==> config.mk <==
export PLATFORM = sky130hd
export DESIGN_NAME = add_arbiter
export DESIGN_NICKNAME = d
export VERILOG_FILES = /design/src/rtl/add_arbiter_pkg.sv /design/src/rtl/add_arbiter_adder3.sv /design/src/rtl/add_arbiter.sv
export SDC_FILE = /design/constraint.sdc
export NUM_CORES = 1
export LEC_CHECK = 0
export BUFFER_PORTS_ARGS = -buffer_cell sky130_fd_sc_hd__buf_2
export CORE_MARGIN = 1
export CORE_UTILIZATION = 50
export CTS_CLUSTER_SIZE = 25
export DETAILED_ROUTE_END_ITERATION = 8
export HOLD_SLACK_MARGIN = 0.05
export PLACE_DENSITY = 0.78
export SYNTH_ARGS = -nofsm -noshare
export SYNTH_HDL_FRONTEND = slang
export SYNTH_SLANG_ARGS = --single-unit
==> constraint.sdc <==
create_clock -name clk -period 2 [get_ports clk]
set_input_delay 0.2 -clock clk [delete_from_list [all_inputs] [get_ports clk]]
set_output_delay 0.2 -clock clk [all_outputs]
set_load 0.05 [all_outputs]
==> src/rtl/add_arbiter_pkg.sv <==
// Shared types and constants for the two-requester arbitrated adder.
// State encoding is fixed so that waveforms and external monitors can decode it.
package add_arbiter_pkg;

    localparam int OPND_W = 3;
    localparam int RES_W  = OPND_W + 1;

    typedef enum logic [1:0] {
        IDLE    = 2'd0,
        COMPUTE = 2'd1,
        RESP    = 2'd2
    } state_t;

    typedef struct packed {
        logic [OPND_W-1:0] a;
        logic [OPND_W-1:0] b;
    } operands_t;

endpackage

==> src/rtl/add_arbiter_adder3.sv <==
// 3-bit ripple-carry adder built from per-bit full adders, carry-in tied low.
module adder3
    import add_arbiter_pkg::*;
(
    input  logic [OPND_W-1:0] a,
    input  logic [OPND_W-1:0] b,
    output logic [OPND_W-1:0] sum,
    output logic              carry
);

    logic [OPND_W:0] c;

    assign c[0] = 1'b0;

    for (genvar i = 0; i < OPND_W; i++) begin : g_fa
        assign sum[i]  = a[i] ^ b[i] ^ c[i];
        assign c[i+1]  = (a[i] & b[i]) | (c[i] & (a[i] ^ b[i]));
    end

    assign carry = c[OPND_W];

endmodule

==> src/rtl/add_arbiter.sv <==
// Round-robin arbiter for two requesters sharing one 3-bit adder.
// One operation in flight: IDLE (grant + latch) -> COMPUTE (add) -> RESP (ack).
module add_arbiter
    import add_arbiter_pkg::*;
#(
    parameter int CNT_W = 8
) (
    input  logic              clk,
    input  logic              rst,
    input  logic              req0,
    input  logic [OPND_W-1:0] a0,
    input  logic [OPND_W-1:0] b0,
    input  logic              req1,
    input  logic [OPND_W-1:0] a1,
    input  logic [OPND_W-1:0] b1,
    output logic              ack0,
    output logic              ack1,
    output logic [RES_W-1:0]  result,
    output logic              busy,
    output logic [CNT_W-1:0]  op_count
);

    state_t             state_q, state_d;
    logic               grant_valid;
    logic               grant_id;
    logic               latch_en;
    logic               winner_q;
    logic               last_q;
    operands_t          opnd_q;
    logic [RES_W-1:0]   result_q;
    logic [OPND_W-1:0]  sum;
    logic               carry;
    logic [CNT_W-1:0]   op_count_q;

    // ---------------- controller ----------------

    // A lone requester always wins; on a tie the one not served last wins.
    assign grant_valid = req0 | req1;
    assign grant_id    = (req0 && req1) ? ~last_q : req1;

    always_comb begin
        // NOTE: every variable gets a default before the case so no path leaves it unassigned (no latch).
        state_d  = state_q;
        latch_en = 1'b0;
        case (state_q)
            IDLE: begin
                if (grant_valid) begin
                    state_d  = COMPUTE;
                    latch_en = 1'b1;
                end
            end
            COMPUTE: state_d = RESP;
            RESP:    state_d = IDLE;
            default: state_d = IDLE;
        endcase
    end

    always_ff @(posedge clk or posedge rst) begin
        if (rst) begin
            state_q <= IDLE;
        end else begin
            // NOTE: sequential state uses non-blocking assignments so all registers update from pre-edge values.
            state_q <= state_d;
        end
    end

    always_comb begin
        ack0   = 1'b0;
        ack1   = 1'b0;
        result = '0;
        if (state_q == RESP) begin
            ack0   = ~winner_q;
            ack1   = winner_q;
            result = result_q;
        end
    end

    assign busy     = (state_q != IDLE);
    assign op_count = op_count_q;

    // ---------------- datapath ----------------

    adder3 u_adder3 (
        .a     (opnd_q.a),
        .b     (opnd_q.b),
        .sum   (sum),
        .carry (carry)
    );

    always_ff @(posedge clk or posedge rst) begin
        if (rst) begin
            winner_q <= 1'b0;
            opnd_q   <= '0;
        end else if (latch_en) begin
            winner_q <= grant_id;
            opnd_q   <= grant_id ? operands_t'{a: a1, b: b1} : operands_t'{a: a0, b: b0};
        end
    end

    always_ff @(posedge clk or posedge rst) begin
        if (rst) begin
            result_q <= '0;
        end else if (state_q == COMPUTE) begin
            result_q <= {carry, sum};
        end
    end

    // Requester 0 must win the first tie after reset, hence last starts at 1.
    always_ff @(posedge clk or posedge rst) begin
        if (rst) begin
            last_q     <= 1'b1;
            op_count_q <= '0;
        end else if (state_q == RESP) begin
            last_q     <= winner_q;
            op_count_q <= op_count_q + CNT_W'(1);
        end
    end

endmodule
## Yosys cells after proc, flatten, opt, wreduce, memory -nomap -nowiden

Cells that the tools add are included.

| word-level totals | value |
|---|---|
| bits in registers | 22 |
| input bits | 16 |
| word-level logic and storage cells | 38 |
| output and inout port bits | 15 |

| operators by class | value |
|---|---|
| equality and inequality tests | 3 |
| add/sub/neg operators | 1 |
| muxes and demuxes | 9 |
| reduce and logical (&&, ||, !) cells | 3 |
| bitwise logic cells | 15 |

Operators by type and width:

| cell | number |
|---|---|
| $add A8 B1 Y8 const B | 1 |
| $mux W6 | 1 |
| $and A1 B1 Y1 | 5 |
| $mux W1 | 5 |
| $xor A1 B1 Y1 | 5 |
| $mux W4 | 1 |
| $pmux W2 S2 | 1 |
| $or A1 B1 Y1 | 3 |
| $eq A2 B1 Y1 const B | 1 |
| $eq A2 B2 Y1 const B | 1 |
| $logic_not A2 Y1 | 1 |
| $mux W2 | 1 |
| $ne A2 B2 Y1 const B | 1 |
| $not A1 Y1 | 2 |
| $reduce_bool A2 Y1 | 1 |
| $logic_and A1 B1 Y1 | 1 |

## Longest topological paths before layout

| logic depth | value |
|---|---|
| depth in word-level cells | 5 |
| mapped depth | 5 |

## Cells and area by module

A second synthesis with hierarchy kept.

| unflattened totals | value |
|---|---|
| cells, all modules | 87 |
| area total of the unflattened synthesis | 1092.3 µm² |

Modules (own cells, without submodules):

| module | area each (µm²) | instances | cells an instance |
|---|---|---|---|
| add_arbiter | 1021.0 | 1 | 79 |
| adder3 | 71.3 | 1 | 8 |

## Worst setup path before layout

OpenSTA, ideal clock, no wires.

| timing | value |
|---|---|
| kind | reg2out |
| start point | reg state_q[0] |
| end point | out ack0 |
| cell stages (with the launch flop) | 5 |
| path slack | 0.202 ns |
| buffers on the path | 2 |
| arrival | 1.598 ns |
| data required time | 1.800 ns |
| cell sequence | dfrtp_1 > nor2b_1 > clkbuf_1 > buf_2 > nor2b_1 |

| between the ends | value |
|---|---|
| longest elaborated chain between the ends | 2 |

Ends and longest elaborated chain:

| what | RTL line | source |
|---|---|---|
| start: declaration | add_arbiter.sv:23 | `state_t state_q, state_d;` |
| start signal: assignment | add_arbiter.sv:63 | `state_q <= state_d;` |
| $eq A2 B2 Y1 | add_arbiter.sv:71 | `if (state_q == RESP) begin` |
| $mux W1 | add_arbiter.sv:71 |  |
| end: declaration | add_arbiter.sv:16 | `output logic ack0,` |

Every way passes these cells.

## Final worst setup path

Ends and elaborated chain as after synthesis.

==> reports/results.ini <==
[run_status]
status=completed

[global_routing]
grt_pass1_vias=618
grt_start_max_net_pins=23
antenna_found_initial=0
grt_pass1_wl_um=2530
overflow=0
track_usage=0.164

[setup_path]
path_class=register to output port
critPathLaunch=state_q[0]
reg2regPathDepth=5
start_kind=register
cp.required_ns=1.80
cp_num_buf_inv=1
crit_path_max_fanout=8
cpLargestDelayFamily=simple AND/OR/NAND/NOR gates
ff2ff_setup_slack_ns=0.29
slowest_delay_ns=0.41
cpMaxStageDelayCell=dfrtp_1
rr_endpoint=result_q[2]
crit_chain=nor2b_1 > nor2b_1 > buf_2
cpMostUsedCell=nor2b_1
arrival_ns=1.51
r2r_start=opnd_q[0]
endpoint_kind=output port

[synthesis]
seq_area_frac_synth=0.520
avgSynthCellArea_um2=12.8
ys_ff_latch=22
synth_warnings=0
syn_inst=83
ys_types=24
synth_nets=103
synthesis.area_um2=1060

[cts]
clkTransAtPathRegs_ns=0.11
ctsLongestPathBuffers=2
cts_hold_buf=0
cts_tree=yes
cts_setup_buffers=0
htree_levels=1
ctsRootBufferMaster=clkbuf_4
cts_sinks=22
post_cts_resized=0
numCtsBuffers=3
clk_latency_ns=0.29

[sta]
fin_crit_sh=0.857
worst_slew_pin_slew_ns=0.794
setup_viol=0
setup_tns_ns=0
rsz0062_at_grt=false
drv_slew=0
maxSlewHeadroom=0.470
skew_ns=0.00295
holdWs_ns=0.0337
hold_viol=0
period_needed_ns=1.71
max_freq_ghz=0.583

[finish]
final_cell_mix=buf_2, dfrtp_1, mux2_2
antenna-diode-count=0
fillCellCount=167
area_growth_pct=19.6
drive_above_1_share=0.426
final_common_cell=buf_2
nets=136

[power_and_ir_drop]
clkPwrFrac=0.112
p_per_area_nw_per_um2=1660
ir_drop_mv=0.749
switchingPower_uw=946
power.share.combinational=0.510
p_leak_uw=0.000669
seqPwrFrac=0.378
p_sw_frac=0.450
power.internal_uw=1160

[die]
core_area_um2=1980
die_area_um2=2310
num_rows=16
io_pins=31
initial_core_util=0.535
fp.dieW_um=48.1
die_y_um=48.1

[worst_hold_path]
hold_path_class=input port to async pin

[routing]
antenna_left=0
first_pass_iters=2
wl_um=1640
avgViaCountPerCell=4.89
wl_per_cell_um=11.5
drc_errors=0
num_vias=694
drtIter0Drc=8

[placement]
place.gp.congestion=0.759
io_buffers=30
hpwlAfterDp_um=1310

[run]
cap_violations=0

cells by family after synthesis:
logic type | after synthesis | synth area share
DFF | 22 | 0.520
and+or+nand+nor | 19 | 0.103
muxes | 16 | 0.179
buffers and inverters | 10 | 0.0436
xor gates and xnor gates | 7 | 0.0578
AOI/OAI and AO/OA | 5 | 0.0354
adders and majority gates | 4 | 0.0613
synth_stat cells:
cell | number | share of area
nor2_1 | 1 | 0.0035
inv_1 | 7 | 0.025
nand2b_1 | 1 | 0.0059
nor2b_1 | 2 | 0.012
o2bb2ai_1 | 1 | 0.0083
mux2_4 | 4 | 0.057
xor2_1 | 1 | 0.0083
ha_1 | 2 | 0.024
mux2_2 | 8 | 0.085
nand4_1 | 5 | 0.029
nand2_1 | 3 | 0.011
fa_1 | 2 | 0.038
dfrtp_1 | 21 | 0.50
o21ai_2 | 1 | 0.0083
buf_2 | 1 | 0.0047
clkbuf_1 | 1 | 0.0035
dfstp_2 | 1 | 0.025
o21ai_0 | 2 | 0.0094
mux2i_1 | 4 | 0.038
and3_1 | 2 | 0.012
a21bo_1 | 1 | 0.0094
buf_6 | 1 | 0.011
xnor2_1 | 6 | 0.050
and2_1 | 5 | 0.029
how the worst max path moves through the flow:
stage | end | cells after the start | slack [ns]
floorplan | ack0 | 4 | 0.20
global placement | result_q[2] | 5 | 0.39
detailed placement | result_q[2] | 5 | 0.37
CTS | ack0 | 3 | 0.24
global route | ack0 | 3 | 0.10
finish | ack0 | 3 | 0.29
layer usage:
layer	global-route usage	routed length [um]	share of wire
met1	0.173	668	0.41
met2	0.314	884	0.54
met3	0.0453	73	0.045
met4	0.0500	10	0.0061
met5	0	0	0
power by group through the flow:
| stage | Combinational [uW] | Sequential, uW | Clock, uW |
|---|---|---|---|
| final | 1070 | 795 | 235 |
| after detailed placement | 1080 | 810 | 0 |
| after CTS | 1090 | 798 | 243 |
| after global routing | 1180 | 826 | 265 |
| after global placement | 1040 | 794 | 0 |
| after floorplan | 683 | 957 | 0 |
area by class of cell:
cell class / instances / area [um2] / share of cell area
clock buffer: 4 / 36.3 / 0.0286
inverter: 7 / 26.3 / 0.0207
multi-input combinational: 51 / 463 / 0.365
sequential: 22 / 552 / 0.435
tap: 27 / 33.8 / 0.0266
timing repair buffer: 31 / 158 / 0.124
through the flow:
stage	worst slack, ns	instance area [um2]	util	total power [uW]	instances
floorplan	0.202	1060	-	1640	83
global placement	0.393	1230	0.622	1830	138
detailed placement	0.369	1230	0.622	1890	138
CTS	0.242	1270	0.640	2130	142
global route	0.105	1270	0.640	2270	142
finish	0.285	1270	0.640	2100	142
sequential cells by signal, indices dropped and copies added, names as in the netlist:
register / count
result_q: 4
winner_q: 1
op_count: 8
opnd_q: 6
last_q: 1
state_q: 2
worst register-to-register path, delay by kind of cell (launching register included):
family	cells	cell delay [ns]
adders and majority gates	3	0.97
DFF	1	0.40
AOI/OAI and AO/OA	1	0.19
buffers and inverters	1	0.07
Power figures use the tool's default switching activity.
